File: config.mk
export PLATFORM = sky130hd
export DESIGN_NAME = serial_tx_arbiter
export DESIGN_NICKNAME = d
export VERILOG_FILES = /design/src/rtl/serial_tx_arbiter.sv
export SDC_FILE = /design/constraint.sdc
export NUM_CORES = 1
export LEC_CHECK = 0
export BUFFER_PORTS_ARGS = -buffer_cell sky130_fd_sc_hd__buf_2
export CAP_MARGIN = 30
export CORE_MARGIN = 1.5
export CORE_UTILIZATION = 43
export CTS_CLUSTER_SIZE = 8
export DETAILED_ROUTE_END_ITERATION = 6
export GPL_TIMING_DRIVEN = 0
export MAX_ROUTING_LAYER = met4
export PLACE_DENSITY = 0.82
export REMOVE_ABC_BUFFERS = 1
export SKIP_CTS_REPAIR_TIMING = 1
export SLEW_MARGIN = 10
export SYNTH_ARGS = -nofsm -noshare
export SYNTH_HDL_FRONTEND = slang
export SYNTH_SLANG_ARGS = --single-unit
File: constraint.sdc
create_clock -name clk -period 2.2 [get_ports clk]
set_clock_uncertainty 0.2 [all_clocks]
set_input_delay 0.44 -clock clk [delete_from_list [all_inputs] [get_ports clk]]
set_output_delay 0.44 -clock clk [all_outputs]
set_load 0.05 [all_outputs]
File: src/rtl/serial_tx_arbiter.sv
// serial_tx_arbiter: round-robin arbiter that feeds characters from several
// requesters into one serial transmitter using a tx_ce/tx_busy handshake.
// Optional packet locking is enabled by defining SERIAL_TX_ARB_LOCK_EN.
module serial_tx_arbiter #(
    parameter int unsigned Width      = 8,
    parameter int unsigned Requesters = 4,
    localparam int unsigned GidW      = (Requesters > 1) ? $clog2(Requesters) : 1
) (
    input  logic                         clk,
    input  logic                         rst,
    input  logic [Requesters-1:0]        req,
    input  logic [Requesters*Width-1:0]  data,
    input  logic [Requesters-1:0]        last,
    output logic [Requesters-1:0]        ack,
    output logic [GidW-1:0]              grant_id,
    output logic                         tx_ce,
    output logic [Width-1:0]             tx_d,
    input  logic                         tx_busy,
    output logic                         idle,
    output logic                         err
);

    localparam logic [1:0] S_IDLE      = 2'd0;
    localparam logic [1:0] S_LAUNCH    = 2'd1;
    localparam logic [1:0] S_WAIT_BUSY = 2'd2;
    localparam logic [1:0] S_WAIT_DONE = 2'd3;

    localparam int unsigned TmoW          = 2;
    localparam int unsigned TimeoutCycles = 4;
    localparam logic [TmoW-1:0] TmoLast   = TmoW'(TimeoutCycles - 1);
    localparam logic [GidW-1:0] LastId    = GidW'(Requesters - 1);

    logic [1:0]            state_q, state_d;
    logic [Requesters-1:0] ack_q, ack_d;
    logic [GidW-1:0]       grant_id_q, grant_id_d;
    logic                  tx_ce_q, tx_ce_d;
    logic [Width-1:0]      tx_d_q, tx_d_d;
    logic                  idle_q, idle_d;
    logic                  err_q, err_d;
    logic [TmoW-1:0]       cnt_q, cnt_d;

    logic                  rr_found;
    logic [GidW-1:0]       rr_sel;
    logic                  grant_valid;
    logic [GidW-1:0]       sel_id;
    logic [Width-1:0]      sel_data;
    logic                  sel_last;

    // Round-robin search starting just after the previous grant.
    always_comb begin
        int unsigned cand;
        rr_found = 1'b0;
        rr_sel   = '0;
        cand     = 0;
        for (int unsigned off = 1; off <= Requesters; off++) begin
            cand = (32'(grant_id_q) + off) % Requesters;
            if (!rr_found && req[cand[GidW-1:0]]) begin
                rr_found = 1'b1;
                rr_sel   = cand[GidW-1:0];
            end
        end
    end

`ifdef SERIAL_TX_ARB_LOCK_EN
    logic lock_q, lock_d;
    logic lock_hit;

    // A held lock wins over round-robin while the owner keeps requesting.
    always_comb begin
        lock_hit    = lock_q && req[grant_id_q];
        sel_id      = lock_hit ? grant_id_q : rr_sel;
        grant_valid = lock_hit || rr_found;
    end
`else
    logic unused_last;
    assign unused_last = ^last;

    // Plain per-character round-robin.
    always_comb begin
        sel_id      = rr_sel;
        grant_valid = rr_found;
    end
`endif

    // Character and end-of-packet flag of the selected requester.
    always_comb begin
        sel_data = data[32'(sel_id) * Width +: Width];
        sel_last = last[sel_id];
    end

    // Next-state and registered-output logic of the launch FSM.
    always_comb begin
        state_d    = state_q;
        ack_d      = '0;
        grant_id_d = grant_id_q;
        tx_ce_d    = 1'b0;
        tx_d_d     = tx_d_q;
        err_d      = err_q;
        cnt_d      = cnt_q;
`ifdef SERIAL_TX_ARB_LOCK_EN
        lock_d     = lock_q;
        if (lock_q && !req[grant_id_q]) begin
            lock_d = 1'b0;
        end
`endif
        case (state_q)
            S_IDLE: begin
                if (!tx_busy && grant_valid) begin
                    ack_d[sel_id] = 1'b1;
                    grant_id_d    = sel_id;
                    tx_d_d        = sel_data;
                    state_d       = S_LAUNCH;
`ifdef SERIAL_TX_ARB_LOCK_EN
                    lock_d        = !sel_last;
`endif
                end
            end
            S_LAUNCH: begin
                tx_ce_d = 1'b1;
                cnt_d   = '0;
                state_d = S_WAIT_BUSY;
            end
            S_WAIT_BUSY: begin
                if (tx_busy) begin
                    state_d = S_WAIT_DONE;
                end else if (cnt_q == TmoLast) begin
                    // Transmitter never started: drop the character, flag it.
                    err_d   = 1'b1;
                    state_d = S_IDLE;
                end else begin
                    cnt_d = cnt_q + TmoW'(1);
                end
            end
            S_WAIT_DONE: begin
                if (!tx_busy) begin
                    state_d = S_IDLE;
                end
            end
            default: begin
                state_d = S_IDLE;
            end
        endcase
        idle_d = (state_d == S_IDLE);
    end

    // State and output registers with synchronous reset.
    always_ff @(posedge clk) begin
        if (rst) begin
            state_q    <= S_IDLE;
            ack_q      <= '0;
            grant_id_q <= LastId;
            tx_ce_q    <= 1'b0;
            tx_d_q     <= '0;
            idle_q     <= 1'b1;
            err_q      <= 1'b0;
            cnt_q      <= '0;
`ifdef SERIAL_TX_ARB_LOCK_EN
            lock_q     <= 1'b0;
`endif
        end else begin
            state_q    <= state_d;
            ack_q      <= ack_d;
            grant_id_q <= grant_id_d;
            tx_ce_q    <= tx_ce_d;
            tx_d_q     <= tx_d_d;
            idle_q     <= idle_d;
            err_q      <= err_d;
            cnt_q      <= cnt_d;
`ifdef SERIAL_TX_ARB_LOCK_EN
            lock_q     <= lock_d;
`endif
        end
    end

    assign ack      = ack_q;
    assign grant_id = grant_id_q;
    assign tx_ce    = tx_ce_q;
    assign tx_d     = tx_d_q;
    assign idle     = idle_q;
    assign err      = err_q;

endmodule

==> qor.csv, run 1 <==
stage,metric,value,unit
floorplan,number of top-level pins,60,
clock_tree,Root Buffer,clkbuf_4,
placed_design,placed cell count,186,
run,MaxCap Viol Count,0,
layout,ratio of cells with drive above 1 in the final layout,40.1,%
logic_synthesis,Mean Syn Cell Area,9.79,um^2
critical_path,CP max FO,16,
logic_synthesis,post-synth top area share,39.4,%
critical_path,Worst Path Arrival,2.00,ns
placed_design,GPL Wtd Cong,0.681,
critical_path,"Critical Path, Cell by Cell",buf_2 -> o41ai_4 -> nor2_2 -> nand2_1 -> o221ai_1,
sta,final worst-path cycle share,91.6,%
detailed_routing,DR iter-0 viols,9,
logic_synthesis,commonest cells in the synthesized netlist,"dfxtp_1 (21), mux2i_1 (17), nor2_1 (11)",
sta,RSZ-0062 raised after global routing,false,
floorplan,Starting Density,46.9,%
power_and_ir_drop,leakage power,0.698,nW
sta,Max Slew Vio Count,0,
clock_tree,CTS Sinks,21,
layout,Inserted Diodes,0,
logic_synthesis,Main synth FF type,dfxtp_1,
layout,fin util,60.0,%
logic_synthesis,Yosys warning total,0,
sta,Fmax achieved,496,MHz
layout,fin cells,190,
clock_tree,clock slew seen by the registers of the worst setup and hold paths,0.12,ns
placed_design,post-DP HPWL,2000,um
detailed_routing,final antenna-violating net count,0,
logic_synthesis,number of enable flip-flop cells after synthesis,0,
critical_path,crit path launch type,input pin,
logic_synthesis,Synth Cell Area,1070,um^2
logic_synthesis,"Distinct cells, synth",30,
placed_design,"Cell Area, Placed",1340,um^2
floorplan,chip height,52.8,um
sta,Worst Slack Setup Final,0.184,ns
logic_synthesis,"flops & latches, synth",21,
layout,Nets,207,
grt,largest net degree at the start of global routing,22,
floorplan,Die Wd,52.8,um
critical_path,slowest CP cell,o41ai_4,
floorplan,Core Region,2280,um^2
power_and_ir_drop,Final Power,0.973,mW
critical_path,Crit Path Category,in -> reg,
power_and_ir_drop,worst vdd ir,0.355,mV
critical_path,reg2reg setup slack,0.30,ns
floorplan,Site Rows,17,
clock_tree,Worst-Skew Late Latency,0.30,ns
logic_synthesis,"Async S/R FF share, synth",0,%
grt,antenna violations before repair,0,
detailed_routing,drt pass-1 iters,4,
layout,Fillers,201,
layout,design area,1370,um^2
detailed_routing,number of remaining DRC errors,0,
sta,final hold vios,0,
clock_tree,clk buf depth,2,
critical_path,CP Capture Type,flop,
placed_design,pre-CTS setup slack,-0.135,ns
sta,Post-Route Setup TNS,0,ns
critical_path,Crit path max-delay family,compound AO/OA/AOI/OAI gates,
detailed_routing,final wirelength,2640,um
logic_synthesis,Yosys top cell by area,dfxtp_1,
grt,vias in the first global route,965,
sta,final hold slack,0.232,ns
logic_synthesis,"count leader, synth",dfxtp_1,
clock_tree,CTS tree,built,
detailed_routing,via density per instance,5.56,
detailed_routing,drt wl/cell,13.9,um
power_and_ir_drop,PwrDens,713,nW/um^2
critical_path,Critical Path RT,2.18,ns
sta,Least-Margin Pin Slew,0.878,ns
hold_path,Hold Crit Class,in -> reg,
sta,Rel. slew slack,41.3,%
run_status,status,completed,
layout,synthesis-to-layout area growth,27.9,%
clock_tree,CTS H-Tree Depth,1,
critical_path,"slowest stage delay, CP",0.85,ns
logic_synthesis,register area share after synthesis,39.4,%
logic_synthesis,largest cells by area after synthesis,"dfxtp_1 (39%), mux2i_1 (16%), o221ai_1 (7.4%)",
placed_design,I/O Buffers,55,
floorplan,die area,2790,um^2
logic_synthesis,Mapped Cells,109,
critical_path,"Buf+Inv Stages, Crit Path",1,
detailed_routing,vias,1056,
clock_tree,clock buffer count from CTS,3,
grt,grt ovf,0,
grt,gr usage total,20.2,%
grt,first-pass GRT wire length,4060,um
sta,Period minus WS final,2.02,ns
sta,setup violators final,0,
-- final timing paths --
| path | from | cells past startpoint | to |
|---|---|---|---|
| worst max register to register | grant_id[1]$_SDFFE_PP1P_ | 4 | tx_d[5]$_SDFFE_PP0P_ |
| worst max-delay path | req[3] | 5 | tx_d[1]$_SDFFE_PP0P_ |
| worst min-delay path | data[7] | 3 | tx_d[7]$_SDFFE_PP0P_ |
| worst min register to register | err$_SDFFE_PP0P_ | 2 | err$_SDFFE_PP0P_ |
-- metal layers --
metal | GRT usage, % | vias to the layer above | routed length, um
met5 | - | - | 0
li1 | - | 516 | -
met2 | 36.0 | 25 | 1460
met3 | 3.14 | 4 | 101
met1 | 21.7 | 511 | 1040
met4 | 9.40 | 0 | 46
-- report_power, final --
part	internal (mW)	leakage [nW]	switching (mW)
Combinational	0.121	0.509	0.222
Sequential	0.415	0.172	0.0282
Clock	0.0676	0.0177	0.120
Total	0.604	0.698	0.370
-- logic make-up after synthesis --
logic type	synth area share, %
compound gates	20.3
buf+inv	4.46
fa+ha+maj	1.17
flops	39.4
mux	17.0
simple gates	17.7
-- worst min-delay path: stages --
cell and delay [ns]:
buf_2 0.07, mux2i_1 0.06, o221ai_1 0.13
-- cells in the final DEF (no fill, tap or decap) --
master / synthesis / routed
nand2b_1: 2 / 2
nand3_1: 1 / 1
buf_2: 2 / 55
nor2_1: 11 / 11
a2bb2oi_1: 1 / 1
a211oi_1: 1 / 1
nor3_2: 1 / 1
a21oi_1: 5 / 5
a211o_1: 2 / 2
a31oi_1: 1 / 1
and3_1: 2 / 2
nor2b_1: 1 / 1
dfxtp_1: 21 / 21
o221a_2: 1 / 1
nand2_1: 6 / 6
o21ai_0: 1 / 1
nor4_1: 2 / 2
clkbuf_4: 0 / 3
ha_1: 1 / 1
nand3b_1: 8 / 8
inv_1: 2 / 2
a211o_2: 1 / 1
o41ai_4: 1 / 1
nor2_2: 1 / 1
o31a_1: 1 / 1
mux2i_1: 17 / 17
o21ai_1: 2 / 2
o221ai_1: 9 / 9
clkinv_2: 0 / 1
mux2_2: 1 / 1
-- sequential cells by signal (all words and copies together) (netlist names) --
name and count:
tx_ce 1, cnt_q 2, grant_id 2, state_q 2
idle 1, ack 4, tx_d 8, err 1
-- layout make-up --
type	count	area [um^2]	area share, %
inverter	2	7.51	0.550
clock inverter	1	5.00	0.367
tap	28	35.0	2.57
clock buffer	3	22.5	1.65
sequential	21	420	30.8
timing repair buffer	55	275	20.2
multi-input combinational	80	599	43.9
Power figures use the tool's default switching activity.
==> run 2, diff against run 1 <==
Settings changed: ABC_AREA set to 1, CAP_MARGIN 30 to 25, CORE_UTILIZATION 43 to 49, PLACE_DENSITY 0.82 to 0.84.
==> run 2 against run 1 <==
Global-route usage grew 0.28 points. Critical path depth rose by 8. Combinational power grew to 5.4 times the previous value. Highest routed layer unchanged. Sequential power increased by 18%. Sequential share of layout area decreased by 8.7 points. Count of clock-buffer cells in the layout is the same. Die area up 24%. Flip-flop and latch count did not move.
==> qor.csv, run 2 <==
stage,metric,value,unit
run_status,status,completed,
layout,"most common cell after layout, fill and taps aside",nand2_1,
grt,antenna violations before repair,0,
sta,Max Slew Vio Count,0,
logic_synthesis,Yosys warning total,0,
clock_tree,clock buffer count from CTS,3,
critical_path,Crit path max-delay family,simple AND/OR/NAND/NOR gates,
floorplan,chip height,58.9,um
critical_path,"Critical Path, Cell by Cell",buf_2 -> nand2_1 -> nand3_2 -> nand2_2 -> nand3_4 -> clkinv_4 -> nand2_4 -> nand2_1 -> inv_2 -> nand2_2 -> clkinv_2 -> a21oi_1 -> o21ai_1,
floorplan,Die Wd,58.9,um
logic_synthesis,"Async S/R FF share, synth",0,%
critical_path,slowest CP cell,dfxtp_4,
power_and_ir_drop,worst vdd ir,0.666,mV
clock_tree,clk buf depth,2,
placed_design,I/O Buffers,55,
critical_path,CP Capture Type,flop,
power_and_ir_drop,leakage power,1.04,nW
floorplan,Starting Density,51.0,%
run,MaxCap Viol Count,0,
floorplan,Site Rows,20,
clock_tree,Worst-Skew Late Latency,0.30,ns
grt,vias in the first global route,1315,
sta,Period minus WS final,2.12,ns
floorplan,number of top-level pins,60,
sta,Least-Margin Pin Slew,0.309,ns
logic_synthesis,"Distinct cells, synth",24,
floorplan,Core Region,3000,um^2
logic_synthesis,Synth Cell Area,1530,um^2
detailed_routing,vias,1584,
placed_design,post-DP HPWL,2500,um
detailed_routing,final antenna-violating net count,0,
critical_path,worst setup path start,grant_id[0]$_SDFFE_PP1P_,
sta,final worst-path cycle share,96.2,%
logic_synthesis,post-synth top area share,27.5,%
detailed_routing,drt wl/cell,11.6,um
layout,footprint of the multi-input gates,990,um^2
logic_synthesis,"count leader, synth",nand2_1,
hold_path,Worst Hold Launch,rst,
critical_path,reg2reg setup slack,0.08,ns
logic_synthesis,Mean Syn Cell Area,6.89,um^2
sta,final hold vios,0,
layout,Fillers,273,
detailed_routing,final wirelength,3670,um
logic_synthesis,number of enable flip-flop cells after synthesis,0,
logic_synthesis,Yosys top cell by area,dfxtp_1,
sta,Fmax achieved,473,MHz
grt,first-pass GRT wire length,5370,um
clock_tree,CTS tree,built,
critical_path,"slowest stage delay, CP",0.39,ns
layout,Reg area,428,um^2
critical_path,crit path to,grant_id[0]$_SDFFE_PP1P_,
critical_path,Worst Path Arrival,2.11,ns
critical_path,Crit Path Category,reg -> reg,
layout,Nets,328,
clock_tree,CTS Sinks,21,
clock_tree,clock slew seen by the registers of the worst setup and hold paths,0.12,ns
critical_path,CP max FO,9,
grt,largest net degree at the start of global routing,21,
grt,gr usage total,20.5,%
layout,Inserted Diodes,0,
detailed_routing,drt pass-1 iters,4,
power_and_ir_drop,PwrDens,1310,nW/um^2
detailed_routing,DR iter-0 viols,53,
logic_synthesis,largest cells by area after synthesis,"dfxtp_1 (27%), nand2_1 (15%), nand2_2 (7.4%)",
critical_path,crit path launch type,flop,
logic_synthesis,"flops & latches, synth",21,
sta,Rel. slew slack,79.3,%
clock_tree,Root Buffer,clkbuf_4,
layout,ratio of cells with drive above 1 in the final layout,45.9,%
logic_synthesis,register area share after synthesis,27.5,%
clock_tree,CTS H-Tree Depth,1,
critical_path,"Buf+Inv Stages, Crit Path",4,
critical_path,Levels on crit path,13,
critical_path,RR Startpoint,grant_id[0]$_SDFFE_PP1P_,
detailed_routing,via density per instance,5.01,
hold_path,Hold Crit Class,in -> reg,
sta,final hold slack,0.194,ns
layout,synthesis-to-layout area growth,26.5,%
layout,max reg flops,8,
logic_synthesis,Mapped Cells,222,
placed_design,GPL Wtd Cong,0.845,
floorplan,die area,3470,um^2
sta,setup violators final,0,
grt,grt ovf,0,
critical_path,Reg-to-Reg End,grant_id[0]$_SDFFE_PP1P_,
power_and_ir_drop,Final Power,2.54,mW
critical_path,cell depth of the worst flop-to-flop path,13,
logic_synthesis,commonest cells in the synthesized netlist,"nand2_1 (61), dfxtp_1 (21), nand3_1 (20)",
critical_path,Critical Path RT,2.19,ns
logic_synthesis,Main synth FF type,dfxtp_1,
detailed_routing,number of remaining DRC errors,0,
layout,most frequent cells in the layout,"nand2_1 (60), buf_2 (56), nand3_1 (19), dfxtp_1 (19), nand2_2 (17)",
## run 2: cell types whose count changed in the layout (fill, tap and decap cells not counted), moves of 5 or more
cell,previous run,this run
o21ai_0,1,6
nand3_1,1,19
nor2_2,1,10
o21ai_1,2,8
nand2_2,0,17
nand3b_1,8,0
buf_4,0,6
o221ai_1,9,0
mux2i_1,17,0
nand3_2,0,12
nand2_1,6,60
inv_1,2,15
nand2_4,0,6
## run 2: cell type report
cell class	instances	share of cell area, %
multi-input combinational	173	51.1
clock inverter	1	0.259
sequential	21	22.1
timing repair inverter	1	0.259
timing repair buffer	63	17.8
inverter	21	5.11
clock buffer	3	1.16
tap	33	2.13
## run 2: stage by stage
step	cells	utilization [%]	TNS [ns]	setup WS, ns	instance area [um^2]
final	316	64.5	0	0.0837	1940
after global routing	316	64.5	-0.0816	-0.0516	1940
after CTS	306	59.4	-3.19	-0.350	1780
after detailed placement	302	58.5	-2.93	-0.325	1760
after global placement	302	58.5	-2.21	-0.262	1760
after floorplan	214	-	-3.73	-0.350	1440
## run 2: cell families after synthesis
| group | share of synthesized area (%) |
|---|---|
| fa+ha+maj | 0.818 |
| flops | 27.5 |
| buf+inv | 11.9 |
| compound gates | 7.93 |
| simple gates | 51.8 |
## run 2: how the worst min path moves through the flow
stage | endpoint | slack (ns) | cells past startpoint
2_1_floorplan | cnt_q[1]$_SDFFE_PP0P_ | 0.25 | 2
3_3_place_gp | err$_SDFFE_PP0P_ | 0.25 | 2
6_report | cnt_q[1]$_SDFFE_PP0P_ | 0.19 | 2
4_1_cts | tx_ce$_SDFF_PP0_ | 0.19 | 2
3_5_place_dp | err$_SDFFE_PP0P_ | 0.26 | 2
5_1_grt | tx_ce$_SDFF_PP0_ | 0.19 | 2
## run 2: report_power, final
| group | switching [mW] | total (mW) | internal (mW) |
|---|---|---|---|
| registers | 0.0582 | 0.524 | 0.466 |
| clock network | 0.113 | 0.180 | 0.0678 |
| logic | 1.20 | 1.83 | 0.629 |
## run 2: routing by layer
metal,part of all wire [%],vias to the layer above,global-route usage (%),wire [um]
met5,0,-,-,0
met4,1.7,0,7.79,64
met3,4.3,6,3.08,157
met2,50,46,34.4,1830
met1,44,701,24.5,1620
li1,-,831,-,-
## run 2: worst register-to-register path: stages (launching register included)
cell,delay (ns)
dfxtp_4,0.39
buf_2,0.15
nand2_1,0.12
nand3_2,0.12
nand2_2,0.12
nand3_4,0.10
clkinv_4,0.07
nand2_4,0.07
nand2_1,0.08
inv_2,0.04
nand2_2,0.13
clkinv_2,0.16
a21oi_1,0.17
o21ai_1,0.08
==> run 3, diff against run 2 <==
Settings changed: CORE_UTILIZATION 49 to 45, PLACE_DENSITY 0.84 to 0.79.
==> run 3 against run 2 <==
Global-route usage down 0.29 points. Hold slack worse by 0.021 ns. Sequential share of layout area up 0.22 points. Wire length down 2.8%. Fmax up 1.6%. Combinational power down 4%. Power down 2.6%. Largest cell class unchanged.
==> qor.csv, run 3 (synthesis gave the netlist of run 2 again) <==
stage,metric,value,unit
run_status,status,completed,
sta,Period minus WS final,2.08,ns
critical_path,crit path launch type,flop,
critical_path,CP Capture Type,flop,
sta,Max Slew Vio Count,0,
grt,grt ovf,0,
critical_path,Crit Path Category,reg -> reg,
floorplan,Site Rows,20,
placed_design,post-DP HPWL,2640,um
floorplan,Starting Density,48.5,%
hold_path,Hold Crit Class,in -> reg,
power_and_ir_drop,PwrDens,1290,nW/um^2
sta,final hold vios,0,
clock_tree,CTS Sinks,21,
floorplan,chip height,61.3,um
layout,max reg flops,8,
sta,final worst-path cycle share,94.7,%
detailed_routing,final antenna-violating net count,0,
clock_tree,clk buf depth,2,
sta,Fmax achieved,480,MHz
grt,vias in the first global route,1354,
power_and_ir_drop,worst vdd ir,0.670,mV
sta,Least-Margin Pin Slew,0.288,ns
critical_path,reg2reg setup slack,0.12,ns
layout,Inserted Diodes,0,
detailed_routing,DR iter-0 viols,36,
critical_path,Worst Path Arrival,2.11,ns
layout,Nets,325,
power_and_ir_drop,leakage power,1.03,nW
grt,gr usage total,20.2,%
placed_design,GPL Wtd Cong,0.827,
sta,Rel. slew slack,80.8,%
sta,setup violators final,0,
layout,most frequent cells in the layout,"nand2_1 (61), buf_2 (55), nand3_1 (20)",
detailed_routing,via density per instance,4.92,
clock_tree,clock slew seen by the registers of the worst setup and hold paths,0.12,ns
critical_path,CP max FO,19,
detailed_routing,drt pass-1 iters,4,
placed_design,"Cell Area, Placed",1770,um^2
layout,synthesis-to-layout area growth,25.3,%
clock_tree,clock buffer count from CTS,3,
clock_tree,Worst-Skew Late Latency,0.32,ns
layout,ratio of cells with drive above 1 in the final layout,43.9,%
detailed_routing,vias,1594,
floorplan,die area,3760,um^2
placed_design,I/O Buffers,55,
run,MaxCap Viol Count,0,
clock_tree,CTS H-Tree Depth,1,
detailed_routing,final wirelength,3570,um
power_and_ir_drop,Final Power,2.47,mW
clock_tree,CTS tree,built,
detailed_routing,drt wl/cell,11.0,um
sta,final hold slack,0.173,ns
critical_path,Critical Path RT,2.23,ns
floorplan,Core Region,3150,um^2
layout,Fillers,308,
grt,largest net degree at the start of global routing,21,
floorplan,Die Wd,61.3,um
floorplan,number of top-level pins,60,
clock_tree,Root Buffer,clkbuf_4,
detailed_routing,number of remaining DRC errors,0,
layout,design area,1920,um^2
layout,"most common cell after layout, fill and taps aside",nand2_1,
grt,first-pass GRT wire length,5590,um
grt,antenna violations before repair,0,
run 3: critical path: stages (launching register included):
cell	delay (ns)
dfxtp_4	0.40
inv_2	0.11
nand2_1	0.07
nand2_2	0.11
nand2_4	0.07
nand2_4	0.08
clkinv_4	0.06
nand3_4	0.08
clkinv_4	0.07
nand2_4	0.10
nand2_1	0.07
inv_2	0.05
nand2_2	0.08
clkinv_4	0.14
nand2_1	0.12
nor3_1	0.18
run 3: final timing paths:
check	cells past startpoint	startpoint	endpoint
worst min-delay path	2	rst	tx_ce$_SDFF_PP0_
worst min register to register	2	cnt_q[1]$_SDFFE_PP0P_	cnt_q[1]$_SDFFE_PP0P_
worst max register to register	15	grant_id[1]$_SDFFE_PP1P_	ack[1]$_SDFF_PP0_
worst max-delay path	15	grant_id[1]$_SDFFE_PP1P_	ack[1]$_SDFF_PP0_
run 3: per-stage QoR:
| step | setup slack [ns] | TNS (ns) | util [%] | instances |
|---|---|---|---|---|
| floorplan | -0.350 | -3.73 | - | 214 |
| global placement | -0.256 | -2.11 | 56.1 | 313 |
| detailed placement | -0.312 | -2.90 | 56.1 | 313 |
| CTS | -0.323 | -3.19 | 57.0 | 317 |
| global route | -0.0263 | -0.0366 | 60.8 | 324 |
| finish | 0.116 | 0 | 60.8 | 324 |
run 3: layout make-up:
class / count / area [um^2] / area share (%)
Tap cell: 44 / 55.1 / 2.87
Inverter: 21 / 98.8 / 5.16
Clock buffer: 3 / 22.5 / 1.17
Multi-Input combinational cell: 173 / 975 / 50.8
Timing Repair Buffer: 61 / 333 / 17.4
Sequential cell: 21 / 428 / 22.3
Clock inverter: 1 / 5.00 / 0.261
run 3: power breakdown:
part / switching (mW) / leakage [nW] / total, mW / internal, mW
logic: 1.17 / 0.835 / 1.76 / 0.586
registers: 0.0559 / 0.173 / 0.522 / 0.466
clock network: 0.122 / 0.0177 / 0.190 / 0.0681
total: 1.35 / 1.03 / 2.47 / 1.12
run 3: layer usage:
metal  GRT usage, %  share of wire [%]  vias up
li1               -                  -      823
met1           23.6                 45      720
met2           35.0                 49       47
met3           3.36                5.0        4
met4           6.52                1.0        0
met5              -                  0        -
